### src/rtl/ball_mover_if.sv
// Handshake bundle between the playfield controller and ball_mover.
// The slave side is the mover itself; the master side drives frame/serve/collision inputs.
interface ball_mover_if;
  logic       frame_tick;
  logic       serve;
  logic       collide_l;
  logic       collide_r;
  logic [9:0] deflect;
  logic [9:0] ball_x;
  logic [9:0] ball_y;
  logic       in_play;
  logic       goal_l;
  logic       goal_r;

  modport master (
    output frame_tick, serve, collide_l, collide_r, deflect,
    input  ball_x, ball_y, in_play, goal_l, goal_r
  );

  modport slave (
    input  frame_tick, serve, collide_l, collide_r, deflect,
    output ball_x, ball_y, in_play, goal_l, goal_r
  );
endinterface

### src/rtl/ball_mover.sv
// Ball position/velocity owner: per-frame motion, wall bounces, paddle returns, goals, serve/hold.
// Optional macro BALL_SPEEDUP_EN: each accepted paddle hit bumps horizontal speed up to MAX_DX.
module ball_mover #(
  parameter int FIELD_W     = 640,
  parameter int FIELD_H     = 480,
  parameter int BALL_SIZE   = 8,
  parameter int XSPEED      = 4,
  parameter int DEFL_SHIFT  = 2,
  parameter int MAX_DY      = 8,
  parameter int MAX_DX      = 8,
  parameter int HOLD_FRAMES = 60
) (
  input logic        clk,
  input logic        reset_n,
  ball_mover_if.slave bus
);
  localparam logic [1:0] S_IDLE   = 2'd0;
  localparam logic [1:0] S_PLAY   = 2'd1;
  localparam logic [1:0] S_SCORED = 2'd2;

  localparam logic DIR_R = 1'b0;
  localparam logic DIR_L = 1'b1;

  localparam int X_LIM    = FIELD_W - BALL_SIZE;
  localparam int Y_LIM    = FIELD_H - BALL_SIZE;
  // dx register is sized for whichever of serve speed and ceiling is larger
  localparam int DX_CEIL  = (MAX_DX > XSPEED) ? MAX_DX : XSPEED;
  localparam int DX_W     = $clog2(DX_CEIL + 1);
  localparam int DY_W     = $clog2(MAX_DY + 1);
  localparam int HOLD_W   = $clog2(HOLD_FRAMES + 1);

  localparam logic        [9:0]        X_MAX   = 10'(X_LIM);
  localparam logic        [9:0]        Y_MAX   = 10'(Y_LIM);
  localparam logic        [9:0]        X_CTR   = 10'(X_LIM / 2);
  localparam logic        [9:0]        Y_CTR   = 10'(Y_LIM / 2);
  localparam logic signed [10:0]       X_MAX_S = 11'(X_LIM);
  localparam logic signed [10:0]       Y_MAX_S = 11'(Y_LIM);
  localparam logic        [DX_W-1:0]   DX_SRV  = DX_W'(XSPEED);
  localparam logic        [DY_W-1:0]   DY_CAP  = DY_W'(MAX_DY);
  localparam logic        [8:0]        DY_CAP9 = 9'(MAX_DY);
  localparam logic        [HOLD_W-1:0] HOLD_LAST = HOLD_W'(HOLD_FRAMES - 1);

  logic [1:0]        state, state_n;
  logic              dx_dir, dir_n, dir_v;
  logic [DX_W-1:0]   dx, dx_n, dx_v;
  logic [DY_W-1:0]   dy, dy_n, dy_v, dy_hit;
  logic              dy_up, up_n, up_v;
  logic [9:0]        x_q, x_n, y_q, y_n;
  logic [HOLD_W-1:0] hold_cnt, hold_n;
  logic              gl_q, gl_n, gr_q, gr_n, in_play_q;
  logic              cl_q, cr_q;
  logic              hit_l, hit_r, hit;
  logic [8:0]        defl_mag;
  logic signed [10:0] dx_s, dy_s, nx, ny;

  // Rising-edge capture, gated by travel direction so a ball still inside
  // the paddle cannot be returned twice.
  assign hit_l = bus.collide_l & ~cl_q & (state == S_PLAY) & (dx_dir == DIR_L);
  assign hit_r = bus.collide_r & ~cr_q & (state == S_PLAY) & (dx_dir == DIR_R);
  assign hit   = hit_l | hit_r;

  assign defl_mag = bus.deflect[8:0] >> DEFL_SHIFT;
  assign dy_hit   = (defl_mag > DY_CAP9) ? DY_CAP : defl_mag[DY_W-1:0];

  // Velocity after any same-cycle hit; the motion step below uses it directly.
  assign dir_v = hit ? ~dx_dir : dx_dir;
  assign dy_v  = hit ? dy_hit : dy;
  assign up_v  = hit ? bus.deflect[9] : dy_up;
`ifdef BALL_SPEEDUP_EN
  assign dx_v  = !hit ? dx : ((dx >= DX_W'(MAX_DX)) ? DX_W'(MAX_DX) : dx + 1'b1);
`else
  assign dx_v  = dx;
`endif

  assign dx_s = 11'(dx_v);
  assign dy_s = 11'(dy_v);
  assign nx   = (dir_v == DIR_L) ? $signed({1'b0, x_q}) - dx_s : $signed({1'b0, x_q}) + dx_s;
  assign ny   = up_v ? $signed({1'b0, y_q}) - dy_s : $signed({1'b0, y_q}) + dy_s;

  always_comb begin
    state_n = state;
    dir_n   = dx_dir;
    dx_n    = dx;
    dy_n    = dy;
    up_n    = dy_up;
    x_n     = x_q;
    y_n     = y_q;
    hold_n  = hold_cnt;
    gl_n    = 1'b0;
    gr_n    = 1'b0;
    case (state)
      S_IDLE: begin
        if (bus.serve) begin
          state_n = S_PLAY;
          dx_n    = DX_SRV;
          dy_n    = '0;
        end
      end
      S_PLAY: begin
        dir_n = dir_v;
        dx_n  = dx_v;
        dy_n  = dy_v;
        up_n  = up_v;
        if (bus.frame_tick) begin
          if (ny < 0) begin
            y_n  = '0;
            up_n = 1'b0;
          end else if (ny > Y_MAX_S) begin
            y_n  = Y_MAX;
            up_n = 1'b1;
          end else begin
            y_n  = ny[9:0];
          end
          // A miss sends the next serve toward the player who conceded.
          if (nx <= 0) begin
            x_n     = '0;
            gr_n    = 1'b1;
            state_n = S_SCORED;
            dir_n   = DIR_L;
            hold_n  = '0;
          end else if (nx >= X_MAX_S) begin
            x_n     = X_MAX;
            gl_n    = 1'b1;
            state_n = S_SCORED;
            dir_n   = DIR_R;
            hold_n  = '0;
          end else begin
            x_n     = nx[9:0];
          end
        end
      end
      S_SCORED: begin
        if (bus.frame_tick) begin
          if (hold_cnt == HOLD_LAST) begin
            state_n = S_IDLE;
            x_n     = X_CTR;
            y_n     = Y_CTR;
          end else begin
            hold_n  = hold_cnt + 1'b1;
          end
        end
      end
      default: state_n = S_IDLE;
    endcase
  end

  always_ff @(posedge clk) begin
    if (!reset_n) begin
      state     <= S_IDLE;
      dx_dir    <= DIR_R;
      dx        <= DX_SRV;
      dy        <= '0;
      dy_up     <= 1'b0;
      x_q       <= X_CTR;
      y_q       <= Y_CTR;
      hold_cnt  <= '0;
      gl_q      <= 1'b0;
      gr_q      <= 1'b0;
      in_play_q <= 1'b0;
      cl_q      <= 1'b0;
      cr_q      <= 1'b0;
    end else begin
      state     <= state_n;
      dx_dir    <= dir_n;
      dx        <= dx_n;
      dy        <= dy_n;
      dy_up     <= up_n;
      x_q       <= x_n;
      y_q       <= y_n;
      hold_cnt  <= hold_n;
      gl_q      <= gl_n;
      gr_q      <= gr_n;
      in_play_q <= (state_n == S_PLAY);
      cl_q      <= bus.collide_l;
      cr_q      <= bus.collide_r;
    end
  end

  assign bus.ball_x  = x_q;
  assign bus.ball_y  = y_q;
  assign bus.in_play = in_play_q;
  assign bus.goal_l  = gl_q;
  assign bus.goal_r  = gr_q;
endmodule

### src/flat_wrapper.sv
// flat-port wrapper written by rule: the top's interface ports become plain ports
module ball_mover_flat 
#(
  parameter int FIELD_W     = 640,
  parameter int FIELD_H     = 480,
  parameter int BALL_SIZE   = 8,
  parameter int XSPEED      = 4,
  parameter int DEFL_SHIFT  = 2,
  parameter int MAX_DY      = 8,
  parameter int MAX_DX      = 8,
  parameter int HOLD_FRAMES = 60
)
  (clk, reset_n, bus_frame_tick, bus_serve, bus_collide_l, bus_collide_r, bus_deflect, bus_ball_x, bus_ball_y, bus_in_play, bus_goal_l, bus_goal_r);
  ball_mover_if bus_i ();
  input logic clk;
  input logic reset_n;
  input wire logic [$bits(bus_i.frame_tick)-1:0] bus_frame_tick;
  input wire logic [$bits(bus_i.serve)-1:0] bus_serve;
  input wire logic [$bits(bus_i.collide_l)-1:0] bus_collide_l;
  input wire logic [$bits(bus_i.collide_r)-1:0] bus_collide_r;
  input wire logic [$bits(bus_i.deflect)-1:0] bus_deflect;
  output wire logic [$bits(bus_i.ball_x)-1:0] bus_ball_x;
  output wire logic [$bits(bus_i.ball_y)-1:0] bus_ball_y;
  output wire logic [$bits(bus_i.in_play)-1:0] bus_in_play;
  output wire logic [$bits(bus_i.goal_l)-1:0] bus_goal_l;
  output wire logic [$bits(bus_i.goal_r)-1:0] bus_goal_r;
  assign bus_i.frame_tick = bus_frame_tick;
  assign bus_i.serve = bus_serve;
  assign bus_i.collide_l = bus_collide_l;
  assign bus_i.collide_r = bus_collide_r;
  assign bus_i.deflect = bus_deflect;
  assign bus_ball_x = bus_i.ball_x;
  assign bus_ball_y = bus_i.ball_y;
  assign bus_in_play = bus_i.in_play;
  assign bus_goal_l = bus_i.goal_l;
  assign bus_goal_r = bus_i.goal_r;
  ball_mover #(.FIELD_W(FIELD_W), .FIELD_H(FIELD_H), .BALL_SIZE(BALL_SIZE), .XSPEED(XSPEED), .DEFL_SHIFT(DEFL_SHIFT), .MAX_DY(MAX_DY), .MAX_DX(MAX_DX), .HOLD_FRAMES(HOLD_FRAMES)) u_core (.clk(clk), .reset_n(reset_n), .bus(bus_i));
endmodule
### config.mk
export PLATFORM = sky130hd
export DESIGN_NAME = ball_mover_flat
export DESIGN_NICKNAME = d
export VERILOG_FILES = /design/src/rtl/ball_mover_if.sv /design/src/rtl/ball_mover.sv /design/src/flat_wrapper.sv
export SDC_FILE = /design/constraint.sdc
export NUM_CORES = 1
export LEC_CHECK = 0
export BUFFER_PORTS_ARGS = -buffer_cell sky130_fd_sc_hd__buf_2
export CORE_MARGIN = 2
export CORE_UTILIZATION = 52
export DETAILED_ROUTE_END_ITERATION = 16
export GPL_TIMING_DRIVEN = 0
export PLACE_DENSITY = 0.76
export REMOVE_ABC_BUFFERS = 1
export SETUP_SLACK_MARGIN = 0.2
export SYNTH_ARGS = -nofsm -noshare
export SYNTH_HDL_FRONTEND = slang
export SYNTH_SLANG_ARGS = --single-unit
### constraint.sdc
create_clock -name clk -period 3.94 [get_ports clk]
set_input_delay 0.197 -clock clk [delete_from_list [all_inputs] [get_ports clk]]
set_output_delay 0.197 -clock clk [all_outputs]
set_load 0.01 [all_outputs]
==> impl_metrics.ini <==
[outcome]
status = complete, no violations

[synth]
synth_top_family_by_area = compound AO/OA/AOI/OAI gates
synth-edff-count = 0
ys_types = 73
async_flop_share_pct = 0
syn_area_sq_mm = 0.00280
synth_compound_area_share_pct = 29.9
ys_warn_count = 0
synth_seq_cells = 37
synthSimpleGateAreaFrac_pct = 19.0
synth-adder-area-share_pct = 11.7
seq_area_frac_synth_pct = 26.5
synth-main-ff-cell = dfxtp_1
avgSynthCellArea_sq_um = 8.63
synthCells = 324
synthXorXnorAreaFrac_pct = 6.22
synth_mux_area_share_pct = 1.57

[critical_path]
crit_family = compound AO/OA/AOI/OAI gates
crit_chain = and3b_2 -> o21ai_4 -> buf_12 -> buf_12 -> mux2i_4 -> buf_4 -> nand2b_1 -> xnor2_2 -> ha_4 -> o21ai_4 -> a2111oi_4 -> a211oi_2 -> o31ai_2 -> a41oi_2 -> buf_4 -> nand3b_1 -> o22ai_1
path_class = flop to flop
required_ns = 4.14
cp-end-kind = flop
worst-path-buf-inv = 4
slowest_stage = dfxtp_4
start_kind = flop
critPathMaxFanout = 7
crit_path_start = u_core.dx_dir
critPathMaxStageDelay_ns = 0.38
crit_arrival_ns = 3.96
r2r_start = u_core.dx_dir

[floorplanning]
pin_count = 39
initial_utilization_pct = 54.4
die_w_microns = 77.3
coreArea_sq_mm = 0.00514
rows = 26
die_area_sq_mm = 0.00598
die_h_microns = 77.3

[detailed_routing]
dr.pass1.iters = 4
drc = 0
drt_iter0_drc = 96
viasPerCell = 5.82
wl_microns = 7630
wl_per_cell_microns = 16.6
vias = 2677
drtAntennaViolNets = 0

[timing]
fin_skew_ns = 0.00255
worst-slew-pin-transition_ns = 1.05
setup_viol = 0
rsz0062_at_grt = true
fin_ws_ns = 0.182
final_hold_viol_count = 0
fmaxAchievable_mhz = 266
min_period_over_period_pct = 95.4
finalCriticalPeriod_ns = 3.76
drv_slew = 0
relSlewSlack_pct = 29.6

[grt]
grt.overflow.total = 0
grt_pass1_vias = 2497
grt_usage_pct = 22.7
grt_start_max_net_pins = 15
antenna_found_initial = 0
grt_pass1_wl_microns = 11200

[place]
portBuffers = 34
dp_hpwl_microns = 4640
pre_cts_slack_ns = -0.469
dp_cells = 420
gp_congestion = 0.833

[pwr]
power_density_mw_per_mm2 = 668
p_total_uw = 2480
leakage_uw = 0.00152
vdd_ir_drop_max_v = 0.000469

[final_layout]
final_util_pct = 72.3
n_fill_cell = 384
syn2layout_area_growth_pct = 33.0
finalNonFillerCells = 460
antennaDiodeCount = 0
nets = 431
layout-drive-gt1-share_pct = 37.4

[clocking]
cts_tree = built
clockBufferDepth = 2
cts_sinks = 37
cts_hold_buffers = 0
clk_latency_ns = 0.28
numCtsBuffers = 5
clk_pin_slew_worst_paths_ns = 0.07
htreeDepth = 2
cts_root_buffer = clkbuf_8

[min_path]
hold_start = bus_collide_r
hp-class = input pin to flop

[job]
drv_cap = 0
path summary, 6_finish.rpt:
path | to | slack (ns) | cells past startpoint
worst min-delay path | u_core.cr_q | 0.16 | 2
worst max-delay path | u_core.bus.ball_y[0] | 0.18 | 17
worst max register to register | u_core.bus.ball_y[0] | 0.18 | 17
worst min register to register | u_core.bus.ball_y[7] | 0.50 | 1
through the flow:
| stage | hold WS, ns | instance area [sq um] | TNS (ns) |
|---|---|---|---|
| after global routing | 0.167 | 3720 | 0 |
| after global placement | 0.440 | 3000 | -2.94 |
| after CTS | 0.155 | 3360 | 0 |
| final | 0.158 | 3720 | 0 |
| after detailed placement | 0.449 | 3000 | -3.27 |
| after floorplan | 0.286 | 2740 | 0 |
layout make-up:
type                       count  area (sq um)  share of cell area, %
clock buffer                   6          82.6                   2.22
inverter                      22          82.6                   2.22
sequential                    37           744                   20.0
timing repair buffer          67           450                   12.1
tap                           70          87.6                   2.36
multi-input combinational    257          2260                   60.9
clock inverter                 1          7.51                  0.202
synthesized netlist by cell type (5+ instances only):
cell type	number	area (sq um)
nand3_1	5	25.0
nor2_1	28	105
a211oi_1	5	37.5
a21oi_1	17	85.1
nor3_1	13	65.1
o21a_1	10	75.1
nand2b_1	7	43.8
nand2_1	26	97.6
a21o_1	5	37.5
dfxtp_1	37	741
ha_1	23	288
o21ai_0	15	75.1
xnor2_1	9	78.8
inv_1	22	82.6
kinds of logic (layout without fill, tap and decap cells):
group | after synthesis | count (layout)
other | 1 | 2
DFF | 37 | 37
adders and majority gates | 25 | 25
muxes | 3 | 3
and+or+nand+nor | 106 | 106
buffers and inverters | 31 | 96
xor gates and xnor gates | 16 | 16
AOI/OAI and AO/OA | 105 | 105
layout by cell type, fill, tap and decap left out, types with 5 or more instances in the layout:
master	netlist	routed
nand2_1	26	24
buf_2	2	34
a21oi_1	17	14
nand2b_1	7	6
o21ai_0	15	13
ha_4	0	6
a21oi_2	4	6
inv_1	22	18
nor2_1	28	24
xnor2_1	9	6
o21ai_4	0	5
buf_4	3	29
dfxtp_1	37	36
nor3_1	13	12
ha_1	23	15
a21o_1	5	5
clkbuf_8	0	6
o21a_1	10	9
power breakdown:
group | leakage (uW) | internal, uW | switching [uW]
sequential | 0.000302 | 423 | 52.2
combinational | 0.00117 | 807 | 928
clock | 0.0000433 | 138 | 135
total | 0.00152 | 1370 | 1120
registers in the layout, indices dropped and copies added (netlist names):
name                flops
u_core.hold_cnt         6
u_core.bus.ball_x       8
u_core.dx_dir           1
u_core.bus.ball_y      10
u_core.bus.goal_r       1
u_core.cl_q             1
u_core.state            2
u_core.cr_q             1
u_core.bus.goal_l       1
u_core.dy_up            1
u_core.dy               4
u_core.bus.in_play      1
repair_timing:
item	4_1_cts	5_1_grt
pin swaps	8	33
gates resized for setup	28	44
setup buffers	15	18
setup endpoints to repair	10	18
metal layers:
metal	track usage, %	part of all wire, %	up-vias
li1	-	-	1317
met1	28.2	43	1287
met2	41.0	52	56
met3	3.18	2.9	17
met4	6.07	2.7	0
met5	0	0	-
Power figures use the tool's default switching activity.
